[config.mk]
export PLATFORM = sky130hd
export DESIGN_NAME = polar_sc_decoder_seq_flat
export DESIGN_NICKNAME = d
export VERILOG_FILES = /design/src/rtl/polar_sc_decoder_seq_pkg.sv /design/src/rtl/polar_sc_decoder_seq_if.sv /design/src/rtl/polar_sc_decoder_seq_pe.sv /design/src/rtl/polar_sc_decoder_seq.sv /design/src/flat_wrapper.sv
export SDC_FILE = /design/constraint.sdc
export NUM_CORES = 1
export LEC_CHECK = 0
export CORE_ASPECT_RATIO = 1.1
export CORE_MARGIN = 10
export CORE_UTILIZATION = 60
export DETAILED_ROUTE_END_ITERATION = 7
export PLACE_DENSITY = 0.8
export REMOVE_ABC_BUFFERS = 1
export SLEW_MARGIN = 20
export SYNTH_ARGS = -nofsm -noshare
export SYNTH_HDL_FRONTEND = slang
export SYNTH_HIERARCHICAL = 1
export SYNTH_SLANG_ARGS = --single-unit
[constraint.sdc]
create_clock -name clk -period 8.8 [get_ports clk]
set_input_delay 1.32 -clock clk [delete_from_list [all_inputs] [get_ports clk]]
set_output_delay 1.32 -clock clk [all_outputs]
set_load 0.02 [all_outputs]
[src/rtl/polar_sc_decoder_seq_pkg.sv]
// Shared types and arithmetic helpers for the sequential SC polar decoder.
// f/g work on sign-extended 32-bit values and wrap the result to the caller's width.
package polar_pkg;

  typedef enum logic [1:0] {IDLE, DECODE, DONE} state_e;

  localparam int MAX_W = 32;
  typedef logic signed [MAX_W-1:0] wide_t;

  function automatic int llr_bits(input int bits, input int n);
    return bits + $clog2(n);
  endfunction

  function automatic wide_t wrap_w(input wide_t v, input int w);
    wide_t t;
    t = v <<< (MAX_W - w);
    return t >>> (MAX_W - w);
  endfunction

  // min-sum: sign(a)*sign(b)*min(|a|,|b|); magnitudes held wide so |min| never overflows
  function automatic wide_t f_minsum(input wide_t a, input wide_t b, input int w);
    wide_t ma, mb, m;
    ma = a[MAX_W-1] ? -a : a;
    mb = b[MAX_W-1] ? -b : b;
    m  = (ma < mb) ? ma : mb;
    return wrap_w((a[MAX_W-1] ^ b[MAX_W-1]) ? -m : m, w);
  endfunction

  function automatic wide_t g_func(input wide_t a, input wide_t b, input logic beta, input int w);
    return wrap_w(beta ? (b - a) : (b + a), w);
  endfunction

endpackage

[src/rtl/polar_sc_decoder_seq_if.sv]
// Handshake and data bundle between demapper, decoder and info-bit extractor.
interface polar_sc_decoder_seq_if #(
  parameter int BITS = 8,
  parameter int N    = 4
);
  logic                     in_valid;
  logic                     in_ready;
  logic [N-1:0][BITS-1:0]   y;
  logic [N-1:0]             frozen;
  logic                     out_valid;
  logic                     out_ready;
  logic [N-1:0]             u;
  logic [N-1:0]             x;

  modport master (output in_valid, y, frozen, out_ready,
                  input  in_ready, out_valid, u, x);
  modport slave  (input  in_valid, y, frozen, out_ready,
                  output in_ready, out_valid, u, x);
endinterface

[src/rtl/polar_sc_decoder_seq_pe.sv]
// Shared f/g processing element: NUM_LANES parallel lanes, lanes >= 'lanes' read as zero.
module polar_pe import polar_pkg::*; #(
  parameter int NUM_LANES = 2,
  parameter int VEC_W     = 10,
  parameter int LANE_W    = 2
) (
  input  logic                            op_g,
  input  logic [LANE_W-1:0]               lanes,
  input  logic [NUM_LANES-1:0][VEC_W-1:0] a,
  input  logic [NUM_LANES-1:0][VEC_W-1:0] b,
  input  logic [NUM_LANES-1:0]            beta,
  output logic [NUM_LANES-1:0][VEC_W-1:0] res
);

  for (genvar j = 0; j < NUM_LANES; j++) begin : g_lane
    localparam logic [LANE_W-1:0] IDX = LANE_W'(j);
    wide_t aw, bw;
    always_comb begin
      aw = wide_t'($signed(a[j]));
      bw = wide_t'($signed(b[j]));
      res[j] = '0;
      if (IDX < lanes)
        res[j] = VEC_W'(op_g ? g_func(aw, bw, beta[j], VEC_W) : f_minsum(aw, bw, VEC_W));
    end
  end

endmodule

[src/rtl/polar_sc_decoder_seq.sv]
// Sequential SC polar decoder: one f or g node per cycle, depth-first, left child first.
// LLR bank s and partial-sum bank s hold 2^s entries at flat offset 2^s-1.
module polar_sc_decoder_seq import polar_pkg::*; #(
  parameter int BITS     = 8,
  parameter int N        = 4,
  parameter int LLR_BITS = llr_bits(BITS, N)
) (
  input  logic                  clk,
  input  logic                  rst_n,
  polar_sc_decoder_seq_if.slave io
);

  localparam int NS     = $clog2(N);
  localparam int SW     = NS + 1;
  localparam int NL     = N / 2;
  localparam int LANE_W = NS;

  typedef logic [LLR_BITS-1:0] llr_t;

  state_e         state_q, state_d;
  logic [SW-1:0]  stg_q;
  logic           is_g_q;
  logic [NS-1:0]  leaf_q;
  logic [N-1:0]   frozen_q, u_q, x_q;
  llr_t           llr_q [2*N-1];
  logic [N-2:0]   psum_q;

  logic [NL-1:0][LLR_BITS-1:0] pe_a, pe_b, pe_res;
  logic [NL-1:0]               pe_beta;
  logic [LANE_W-1:0]           pe_lanes;

  logic           leaf_u, last_leaf, stop;
  logic [N-1:0]   cur, nxt;
  logic [SW-1:0]  up_lvl;

  // PE operands: parent bank s+1 split in halves, beta from the left sibling at stage s
  always_comb begin
    pe_a    = '0;
    pe_b    = '0;
    pe_beta = '0;
    for (int s = 0; s < NS; s++)
      if (stg_q == SW'(s))
        for (int j = 0; j < (1 << s); j++) begin
          pe_a[j]    = llr_q[(2 << s) - 1 + j];
          pe_b[j]    = llr_q[(2 << s) - 1 + (1 << s) + j];
          pe_beta[j] = psum_q[(1 << s) - 1 + j];
        end
  end

  assign pe_lanes = LANE_W'(1) << stg_q;

  polar_pe #(.NUM_LANES(NL), .VEC_W(LLR_BITS), .LANE_W(LANE_W)) u_pe (
    .op_g  (is_g_q),
    .lanes (pe_lanes),
    .a     (pe_a),
    .b     (pe_b),
    .beta  (pe_beta),
    .res   (pe_res)
  );

  // Leaf decision plus partial-sum climb: each set low bit of the leaf index means the
  // node just finished was a right child, so merge it with its stored left sibling.
  always_comb begin
    leaf_u = ~frozen_q[leaf_q] & pe_res[0][LLR_BITS-1];
    cur    = '0;
    cur[0] = leaf_u;
    nxt    = '0;
    up_lvl = SW'(NS);
    stop   = 1'b0;
    for (int s = 0; s < NS; s++) begin
      if (!stop) begin
        if (!leaf_q[s]) begin
          stop   = 1'b1;
          up_lvl = SW'(s);
        end else begin
          nxt = cur;
          for (int j = 0; j < (1 << s); j++) begin
            nxt[j]          = psum_q[(1 << s) - 1 + j] ^ cur[j];
            nxt[j + (1 << s)] = cur[j];
          end
          cur = nxt;
        end
      end
    end
  end

  assign last_leaf = &leaf_q;

  always_ff @(posedge clk or negedge rst_n) begin
    if (!rst_n) state_q <= IDLE;
    else        state_q <= state_d;
  end

  always_comb begin
    state_d = state_q;
    unique case (state_q)
      IDLE:    if (io.in_valid) state_d = DECODE;
      DECODE:  if (stg_q == '0 && last_leaf) state_d = DONE;
      DONE:    if (io.out_ready) state_d = IDLE;
      default: state_d = IDLE;
    endcase
  end

  always_ff @(posedge clk or negedge rst_n) begin
    if (!rst_n) begin
      stg_q    <= '0;
      is_g_q   <= 1'b0;
      leaf_q   <= '0;
      frozen_q <= '0;
      u_q      <= '0;
      x_q      <= '0;
      psum_q   <= '0;
      for (int i = 0; i < 2*N-1; i++) llr_q[i] <= '0;
    end else if (state_q == IDLE) begin
      if (io.in_valid) begin
        stg_q    <= SW'(NS - 1);
        is_g_q   <= 1'b0;
        leaf_q   <= '0;
        frozen_q <= io.frozen;
        for (int j = 0; j < N; j++) llr_q[N - 1 + j] <= LLR_BITS'($signed(io.y[j]));
      end
    end else if (state_q == DECODE) begin
      for (int s = 0; s < NS; s++)
        if (stg_q == SW'(s))
          for (int j = 0; j < (1 << s); j++) llr_q[(1 << s) - 1 + j] <= pe_res[j];
      if (stg_q != '0) begin
        stg_q  <= stg_q - 1'b1;
        is_g_q <= 1'b0;
      end else begin
        u_q[leaf_q] <= leaf_u;
        for (int s = 0; s < NS; s++)
          if (up_lvl == SW'(s))
            for (int j = 0; j < (1 << s); j++) psum_q[(1 << s) - 1 + j] <= cur[j];
        if (last_leaf) begin
          x_q <= cur;
        end else begin
          stg_q  <= up_lvl;
          is_g_q <= 1'b1;
          leaf_q <= leaf_q + 1'b1;
        end
      end
    end
  end

  assign io.in_ready  = (state_q == IDLE);
  assign io.out_valid = (state_q == DONE);
  assign io.u         = u_q;
  assign io.x         = x_q;

endmodule

[src/flat_wrapper.sv]
// flat-port wrapper written by rule: the top's interface ports become plain ports
module polar_sc_decoder_seq_flat import polar_pkg::*;
#(
  parameter int BITS     = 8,
  parameter int N        = 4,
  parameter int LLR_BITS = llr_bits(BITS, N)
)
  (clk, rst_n, io_in_valid, io_y, io_frozen, io_out_ready, io_in_ready, io_out_valid, io_u, io_x);
  polar_sc_decoder_seq_if #(.BITS(BITS), .N(N)) io_i ();
  input  logic clk;
  input  logic rst_n;
  input wire logic [$bits(io_i.in_valid)-1:0] io_in_valid;
  input wire logic [$bits(io_i.y)-1:0] io_y;
  input wire logic [$bits(io_i.frozen)-1:0] io_frozen;
  input wire logic [$bits(io_i.out_ready)-1:0] io_out_ready;
  output wire logic [$bits(io_i.in_ready)-1:0] io_in_ready;
  output wire logic [$bits(io_i.out_valid)-1:0] io_out_valid;
  output wire logic [$bits(io_i.u)-1:0] io_u;
  output wire logic [$bits(io_i.x)-1:0] io_x;
  assign io_i.in_valid = io_in_valid;
  assign io_i.y = io_y;
  assign io_i.frozen = io_frozen;
  assign io_i.out_ready = io_out_ready;
  assign io_in_ready = io_i.in_ready;
  assign io_out_valid = io_i.out_valid;
  assign io_u = io_i.u;
  assign io_x = io_i.x;
  polar_sc_decoder_seq #(.BITS(BITS), .N(N), .LLR_BITS(LLR_BITS)) u_core (.clk(clk), .rst_n(rst_n), .io(io_i));
endmodule
==> metrics.log, run 1 <==
INFO  metric mappedNetlistArea = between 0.008 and 0.009 mm^2
INFO  metric rsz_0062_raised_after_global_routing = no
INFO  metric cts.repair_timing.setup_buffer_count = 0
INFO  metric post-route-cell-area = 0.009310 mm^2
INFO  metric critical_path.startpoint_type = flop
INFO  metric antennaDiodeCount = 0
INFO  metric critical_path.slowest_cell = sky130_fd_sc_hd__nor4_1
INFO  metric worst_path_dominant_cell_family = simple AND/OR/NAND/NOR gates
INFO  metric grt_util_all_layers = a little over a fifth
INFO  metric post_detail_place_hpwl = ~15,000 um
INFO  metric number_of_antenna_violations_at_the_first_check_in_global_routing = 0
INFO  metric powerDensity = roughly 410 mW/mm^2
INFO  metric tritoncts = built
INFO  metric netlist.top_cell.by_area = sky130_fd_sc_hd__dfrtp_1
INFO  metric worst_setup_path_category = reg2reg
INFO  metric routed_wire_length_per_instance = 15.38 um
INFO  metric areaGrowthSynthToFinish = 14.92%
INFO  metric grt_pass1_vias = slightly above 7,000
INFO  metric highest_clock_frequency_the_design_can_meet = between 100 and 150 MHz
INFO  metric post_synth_num_cell_types = 74
INFO  metric synth_edf_count = 0
INFO  metric placed_area = between 0.008 and 0.009 mm^2
INFO  metric worst-path-max-fanout = 21
INFO  metric grt.busiest_layer = met2
INFO  metric final.setup.tns = 0 ps
INFO  metric maxCapViolations = 0
INFO  metric slowest_delay = ~600 ps
INFO  metric tightest_slew = ~970 ps
INFO  metric die_x = approximately 130 um
INFO  metric routed_via_density = around 5.9
INFO  metric timing.final.max_slew_violations = 0
INFO  metric fin_worst_hold_slack = about 470 ps
INFO  metric port-buffer-count = approximately 50
INFO  metric cts.hold.buffers_added = 0
INFO  metric dominantRegCellSynth = sky130_fd_sc_hd__dfrtp_1
INFO  metric chip_height = about 140 um
INFO  metric max-vdd-ir-drop = between 0.2 and 0.25 mV
INFO  metric met2_usage = between 30% and 40%
INFO  metric ys_ff_latch = 75
INFO  metric synth.top_cell.area_share = around 23%
INFO  metric layout-drive-gt1-share = roughly 6.5%
INFO  metric grt_pass1_wl = 33,220 um
INFO  metric syn_area_per_cell = approximately 8.1 um^2
INFO  metric final_min_period_over_clock_period = between 70% and 80%
INFO  metric final_hold_viol_count = 0
INFO  metric drc = 0
INFO  metric max_slew_headroom_at_the_worst_pin = 35.50%
INFO  metric report.final.setup_viol = 0
INFO  metric outcome = completed
INFO  metric use_met1 = 29.18%
INFO  metric post_synth_inst_count = between 1,000 and 1,500
INFO  metric asyncSetResetFlopFracSynth = 100.0%
INFO  metric grt_use_met3 = 2.684%
INFO  metric ctsLongestPathBuffers = 2
INFO  metric cts_root_buffer = sky130_fd_sc_hd__clkbuf_16
INFO  metric cts-resized-gates = 0
INFO  metric count_of_pins_on_the_block_boundary = 50
INFO  metric clock_tree.htree_level_count = 3
INFO  metric drt_iter0_markers = ~540
INFO  metric routed_wirelength = slightly below 20,000 um
INFO  metric critical_path_required = 9080 ps
INFO  metric final_core_utilization = between 70% and 80%
INFO  metric clock_latency = ~340 ps
INFO  metric layout.cells.most_common_list = sky130_fd_sc_hd__nand2_1 (168), sky130_fd_sc_hd__ha_1 (99), sky130_fd_sc_hd__conb_1 (82)
INFO  metric first_pass_iters = 5
INFO  metric number_of_clock_sinks = 75
INFO  metric grt_start_max_net_pins = 76
INFO  metric layout.cells.most_common = sky130_fd_sc_hd__nand2_1
INFO  metric cts_inserted_buffers = 9
INFO  metric core.rowCount = 44
INFO  metric synthesis.yosys.warnings = 6
INFO  metric floorplan_die_area = between 0.015 and 0.02 mm^2
INFO  metric synth.top_cells.by_area = sky130_fd_sc_hd__dfrtp_1 (23%), sky130_fd_sc_hd__ha_1 (15%), sky130_fd_sc_hd__nand2_1 (7.8%)
INFO  metric crit_arrival = around 7000 ps
INFO  metric hold_path.class = reg2reg
INFO  metric cp-end-kind = flop
INFO  metric initial_utilization = between 60% and 70%
INFO  metric synth.yosys.seq_area_share = a little under a quarter
INFO  metric finalCriticalPeriod = 6724 ps
INFO  metric place.gp.congestion = approximately 0.96
INFO  metric via_count = around 7,500
INFO  metric dp.cells = between 1,000 and 1,500
INFO  metric stdcell_count = roughly 1,300
INFO  metric antenna_violating_nets_post_route = 0
INFO  metric final.setup_skew = ~6 ps
INFO  metric worst-path-buf-inv = 4
INFO  metric grt_remaining_overflow = 0
INFO  metric path_clk_slew = 60 ps
INFO  metric core_area = about 0.013 mm^2
INFO  metric cellLeakagePower = roughly 4.6 nW
INFO  metric design.final.nets = ~1,300
## power breakdown
group | internal [W] | switching, W | total, W
registers | 0.000499 | 0.000123 | 0.000622
clock network | 0.000250 | 0.000153 | 0.000403
logic | 0.00116 | 0.00162 | 0.00278
total | 0.00191 | 0.00189 | 0.00380
## routing by layer
layer | part of all wire, % | wire length [um]
met3 | 5.9 | 1164
met2 | 47 | 9216
met4 | 1.4 | 267
met5 | 0 | 0
met1 | 46 | 8995
## final timing paths
kind / slack (ps) / end / startpoint / cells after the start
worst min-delay path: 470 / u_core/llr_q[1]$_DFFE_PN0P_ / u_core/llr_q[1]$_DFFE_PN0P_ / 2
min in group asynchronous: 1120 / u_core/llr_q[27]$_DFFE_PN0P_ / rst_n / 1
worst max-delay path: 2080 / u_core/psum_q[1]$_DFFE_PN0P_ / u_core/stg_q[0]$_DFFE_PN0P_ / 26
worst min register to register: 470 / u_core/llr_q[1]$_DFFE_PN0P_ / u_core/llr_q[1]$_DFFE_PN0P_ / 2
worst max register to register: 2080 / u_core/psum_q[1]$_DFFE_PN0P_ / u_core/stg_q[0]$_DFFE_PN0P_ / 26
max in group asynchronous: 7070 / u_core/llr_q[10]$_DFFE_PN0P_ / rst_n / 1
## final cells by class
cell class / count / area (um^2)
Clock buffer: 9 / 225.2
Clock inverter: 7 / 100.1
Fill cell: 1116 / 3902
Inverter: 56 / 210.2
Multi-Input combinational cell: 911 / 6141
Sequential cell: 75 / 1877
Tap cell: 161 / 201.4
Timing Repair Buffer: 58 / 555.5
## sequential cells by signal, summed over array words and instances (netlist names)
name             count
u_core/state_q       2
u_core/llr_q        52
u_core/frozen_q      4
u_core/is_g_q        1
u_core/io.x          4
u_core/leaf_q        2
u_core/stg_q         3
u_core/io.u          4
u_core/psum_q        3
## worst min-delay path, cell delays in order, from the launching register on
cell,delay [ps]
sky130_fd_sc_hd__dfrtp_1,340
sky130_fd_sc_hd__nand2_1,50
sky130_fd_sc_hd__nand2_1,50
## synth_stat cells (all sizes together), types with 5 or more instances
cell type / n
o41ai: 9
a21oi: 66
o21ai: 43
nor2b: 15
nand4: 15
buf: 16
and2: 27
or4: 6
a22o: 21
nand2b: 8
o21a: 10
and3: 8
xnor2: 39
mux2: 30
and4: 6
o211ai: 6
ha: 99
clkbuf: 25
nor2: 55
nor4: 8
dfrtp: 75
nand2: 168
mux2i: 17
inv: 56
a21boi: 6
or3: 8
o31ai: 14
o22ai: 5
nand3: 14
xor2: 28
a31oi: 5
a21o: 16
a211oi: 10
nor3: 24
## metrics by stage
step | setup slack [ps] | power [W]
after floorplan | 1555 | 0.002682
after global placement | 2434 | 0.003259
after detailed placement | 2293 | 0.003306
after CTS | 2204 | 0.003747
after global routing | 1677 | 0.004148
final | 2076 | 0.003800
## cell families (layout without fill, tap and decap cells)
group                    count (synthesis)  in the layout  synth area share [%]
AND/OR/NAND/NOR                        378            378                 22.63
AO/OA/AOI/OAI                          236            236                 19.89
adder cells (fa/ha/maj)                101            101                 15.78
buffers and inverters                   97            130                 4.772
flip-flops                              75             75                 23.17
XOR/XNOR                                67             67                 7.243
multiplexers                            47             47                 6.425
other                                    2             82               0.09270
Power figures use the tool's default switching activity.
==> run 2: changes to the inputs <==
- CORE_UTILIZATION: 60 -> 56
- PLACE_DENSITY: 0.8 -> 0.79
- clock period: 8.8 -> 5.64 ns (I/O delays scaled with it)
==> metrics.log, run 2 (synthesis results as in run 1) <==
INFO  metric powerDensity = 657.7 mW/mm^2 (was 408.2 mW/mm^2)
INFO  metric maxCapViolations = 0 (unchanged)
INFO  metric place_ws = -151.5 ps (was 2293 ps)
INFO  metric drc = 0 (unchanged)
INFO  metric highest_clock_frequency_the_design_can_meet = 178.4 MHz (was 148.7 MHz)
INFO  metric routed_wirelength = 23,060 um (was 19,640 um)
INFO  metric worst-path-max-fanout = 8 (was 21)
INFO  metric grt_remaining_overflow = 0 (unchanged)
INFO  metric final_hold_viol_count = 0 (unchanged)
INFO  metric worst_path_dominant_cell_family = simple AND/OR/NAND/NOR gates (unchanged)
INFO  metric routed_wire_length_per_instance = 16.17 um (was 15.38 um)
INFO  metric largest_reg_flops = 52 (unchanged)
INFO  metric finalCriticalPeriod = 5605 ps (was 6724 ps)
INFO  metric max_slew_headroom_at_the_worst_pin = 31.26% (was 35.50%)
INFO  metric report.final.setup_viol = 0 (unchanged)
INFO  metric met1_length = 9680 um (was 8995 um)
INFO  metric port-buffer-count = 49 (unchanged)
INFO  metric critical_path.startpoint_type = flop (unchanged)
INFO  metric num-fill-cells = 1,031 (was 1,116)
INFO  metric first_pass_iters = 7 (was 5)
INFO  metric antennaDiodeCount = 0 (unchanged)
INFO  metric post-layout-total-power = 0.007049 W (was 0.003800 W)
INFO  metric cp_cell_sequence = ha_4, nor2b_4, buf_12, a22o_1, or4_4, nor3_4, and4b_1, inv_2, ha_4, nand4_1, a2111o_1, a31o_2, a31oi_1, buf_4, buf_6, mux2_4, nor3_4, mux2i_1, a21oi_2, nor2b_4, a22oi_4, or4b_1, o211ai_1, a31o_1
INFO  metric layout-drive-gt1-share = 20.66% (was 6.452%)
INFO  metric final.setup_skew = 9.045 ps (was 6.026 ps)
INFO  metric cellLeakagePower = 5.232 nW (was 4.564 nW)
INFO  metric layout.cells.most_common_list = sky130_fd_sc_hd__nand2_1 (168), sky130_fd_sc_hd__buf_4 (123), sky130_fd_sc_hd__ha_1 (92) (was sky130_fd_sc_hd__nand2_1 (168), sky130_fd_sc_hd__ha_1 (99), sky130_fd_sc_hd__conb_1 (82))
INFO  metric count_of_pins_on_the_block_boundary = 50 (unchanged)
INFO  metric final.setup.tns = 0 ps (unchanged)
INFO  metric grt_start_max_net_pins = 76 (unchanged)
INFO  metric slowest_delay = 580 ps (was 600 ps)
INFO  metric number_of_antenna_violations_at_the_first_check_in_global_routing = 0 (unchanged)
INFO  metric via_count = 8,196 (was 7,492)
INFO  metric top_register = u_core/llr_q (unchanged)
INFO  metric fin_ws = 34.94 ps (was 2076 ps)
INFO  metric core_area = 0.01433 mm^2 (was 0.01321 mm^2)
INFO  metric timing.final.max_slew_violations = 0 (unchanged)
INFO  metric design.final.nets = 1,370 (was 1,252)
INFO  metric grt_pass1_wl = 37,180 um (was 33,220 um)
INFO  metric max-vdd-ir-drop = 0.3668 mV (was 0.2291 mV)
INFO  metric grt_util_all_layers = 22.49% (was 21.45%)
INFO  metric layout.cells.most_common = sky130_fd_sc_hd__nand2_1 (unchanged)
INFO  metric place.gp.congestion = 0.9540 (was 0.9581)
INFO  metric clock_tree.htree_level_count = 3 (unchanged)
INFO  metric post_detail_place_hpwl = 16,920 um (was 14,840 um)
INFO  metric tritoncts = built (unchanged)
INFO  metric rsz_0062_raised_after_global_routing = yes (was no)
INFO  metric cts.hold.buffers_added = 0 (unchanged)
INFO  metric dp.cells = 1,393 (was 1,261)
INFO  metric die_x = 134.7 um (was 130.8 um)
INFO  metric critical_path.slowest_cell = sky130_fd_sc_hd__or4_4 (was sky130_fd_sc_hd__nor4_1)
INFO  metric outcome = completed (unchanged)
INFO  metric core.rowCount = 46 (was 44)
INFO  metric cts_root_buffer = sky130_fd_sc_hd__clkbuf_16 (unchanged)
INFO  metric critical_path_required = 5920 ps (was 9080 ps)
INFO  metric wl_met2 = 11,240 um (was 9216 um)
INFO  metric cts_inserted_buffers = 9 (unchanged)
INFO  metric number_of_clock_sinks = 75 (unchanged)
INFO  metric floorplan_die_area = 0.01968 mm^2 (was 0.01856 mm^2)
INFO  metric worst_setup_path_category = reg2reg (unchanged)
INFO  metric grt_pass1_vias = 8,061 (was 7,081)
INFO  metric final_min_period_over_clock_period = 99.38% (was 76.41%)
INFO  metric areaGrowthSynthToFinish = 32.29% (was 14.92%)
INFO  metric stdcell_count = 1,426 (was 1,277)
INFO  metric tightest_slew = 1031 ps (was 967.5 ps)
INFO  metric top_layer_used = met4 (unchanged)
INFO  metric ctsLongestPathBuffers = 2 (unchanged)
INFO  metric routed_via_density = 5.748 (was 5.867)
INFO  metric chip_height = 146.2 um (was 141.9 um)
INFO  metric clock_latency = 340 ps (about the same)
INFO  metric drt_iter0_markers = 698 (was 536)
INFO  metric met3WireLength = 1523 um (was 1164 um)
INFO  metric crit_arrival = 5890 ps (was 7000 ps)
INFO  metric antenna_violating_nets_post_route = 0 (unchanged)
INFO  metric worst-path-buf-inv = 4 (unchanged)
INFO  metric initial_utilization = 56.53% (was 61.32%)
INFO  metric hold_path.class = reg2reg (unchanged)
INFO  metric cp-end-kind = flop (unchanged)
INFO  metric path_clk_slew = 70 ps (was 60 ps)
run 2: changes by cell type in the layout (fill, tap and decap cells not counted), moves of 5 or more:
cell,before,now
sky130_fd_sc_hd__buf_4,10,123
sky130_fd_sc_hd__inv_2,1,6
sky130_fd_sc_hd__ha_1,99,92
sky130_fd_sc_hd__inv_1,55,50
sky130_fd_sc_hd__ha_4,0,5
sky130_fd_sc_hd__o41ai_1,7,1
sky130_fd_sc_hd__nor3_1,24,17
sky130_fd_sc_hd__o41ai_2,2,8
run 2: final timing paths:
check / from / endpoint / slack [ps] / depth (start not counted)
max reg2reg: u_core/stg_q[0]$_DFFE_PN0P_ / u_core/psum_q[1]$_DFFE_PN0P_ / 30 / 24
min: u_core/llr_q[6]$_DFFE_PN0P_ / u_core/llr_q[6]$_DFFE_PN0P_ / 460 / 2
max in group asynchronous: rst_n / u_core/stg_q[0]$_DFFE_PN0P_ / 4330 / 1
min in group asynchronous: rst_n / u_core/llr_q[50]$_DFFE_PN0P_ / 650 / 1
max: u_core/stg_q[0]$_DFFE_PN0P_ / u_core/psum_q[1]$_DFFE_PN0P_ / 30 / 24
min reg2reg: u_core/llr_q[6]$_DFFE_PN0P_ / u_core/llr_q[6]$_DFFE_PN0P_ / 460 / 2
run 2: through the flow:
step / hold WS, ps / area, um^2 / utilization (%)
finish: 464.2 / 10720 / 74.79
global route: 498.5 / 10720 / 74.79
CTS: 469.8 / 10220 / 71.33
detailed placement: 454.1 / 9807 / 68.43
global placement: 448.9 / 9807 / 68.43
floorplan: 437.4 / 8225 / -
run 2: area by class of cell:
class	count	area, um^2	share of cell area (%)
clock buffers	10	239.0	2.230
well taps	192	240.2	2.241
clock inverters	6	93.84	0.8756
flip-flops and latches	75	1878	17.52
multi-input cells	911	6579	61.38
inverters	56	210.2	1.961
repair buffers	176	1478	13.79
run 2: worst reg2reg max path, cell delays in order (launching register included):
cell and delay, ps:
sky130_fd_sc_hd__dfrtp_2 450, sky130_fd_sc_hd__ha_4 180, sky130_fd_sc_hd__nor2b_4 140, sky130_fd_sc_hd__buf_12 150
sky130_fd_sc_hd__a22o_1 220, sky130_fd_sc_hd__or4_4 580, sky130_fd_sc_hd__nor3_4 210, sky130_fd_sc_hd__and4b_1 240
sky130_fd_sc_hd__inv_2 60, sky130_fd_sc_hd__ha_4 260, sky130_fd_sc_hd__nand4_1 110, sky130_fd_sc_hd__a2111o_1 420
sky130_fd_sc_hd__a31o_2 250, sky130_fd_sc_hd__a31oi_1 140, sky130_fd_sc_hd__buf_4 140, sky130_fd_sc_hd__buf_6 110
sky130_fd_sc_hd__mux2_4 320, sky130_fd_sc_hd__nor3_4 120, sky130_fd_sc_hd__mux2i_1 240, sky130_fd_sc_hd__a21oi_2 130
sky130_fd_sc_hd__nor2b_4 200, sky130_fd_sc_hd__a22oi_4 190, sky130_fd_sc_hd__or4b_1 450, sky130_fd_sc_hd__o211ai_1 120
sky130_fd_sc_hd__a31o_1 130
run 2: report_power, final:
part / internal (W) / total, W / switching, W / leakage, nW
logic: 0.00247 / 0.00542 / 0.00295 / 4.12
clock network: 0.000404 / 0.000650 / 0.000246 / 0.160
registers: 0.000779 / 0.000981 / 0.000202 / 0.952
run 2: repair_timing:
item | CTS | global route
endpoints found under the setup margin | 9 | 19
setup buffers | 4 | 14
pin swaps | 2 | 38
resized for setup | 12 | 76
hold endpoints to repair | 0 | 0
run 2: layer usage:
metal,track usage [%],up-vias
li1,-,3955
met1,26.95,3891
met2,37.84,296
met3,4.873,54
met4,9.314,0
met5,0,-
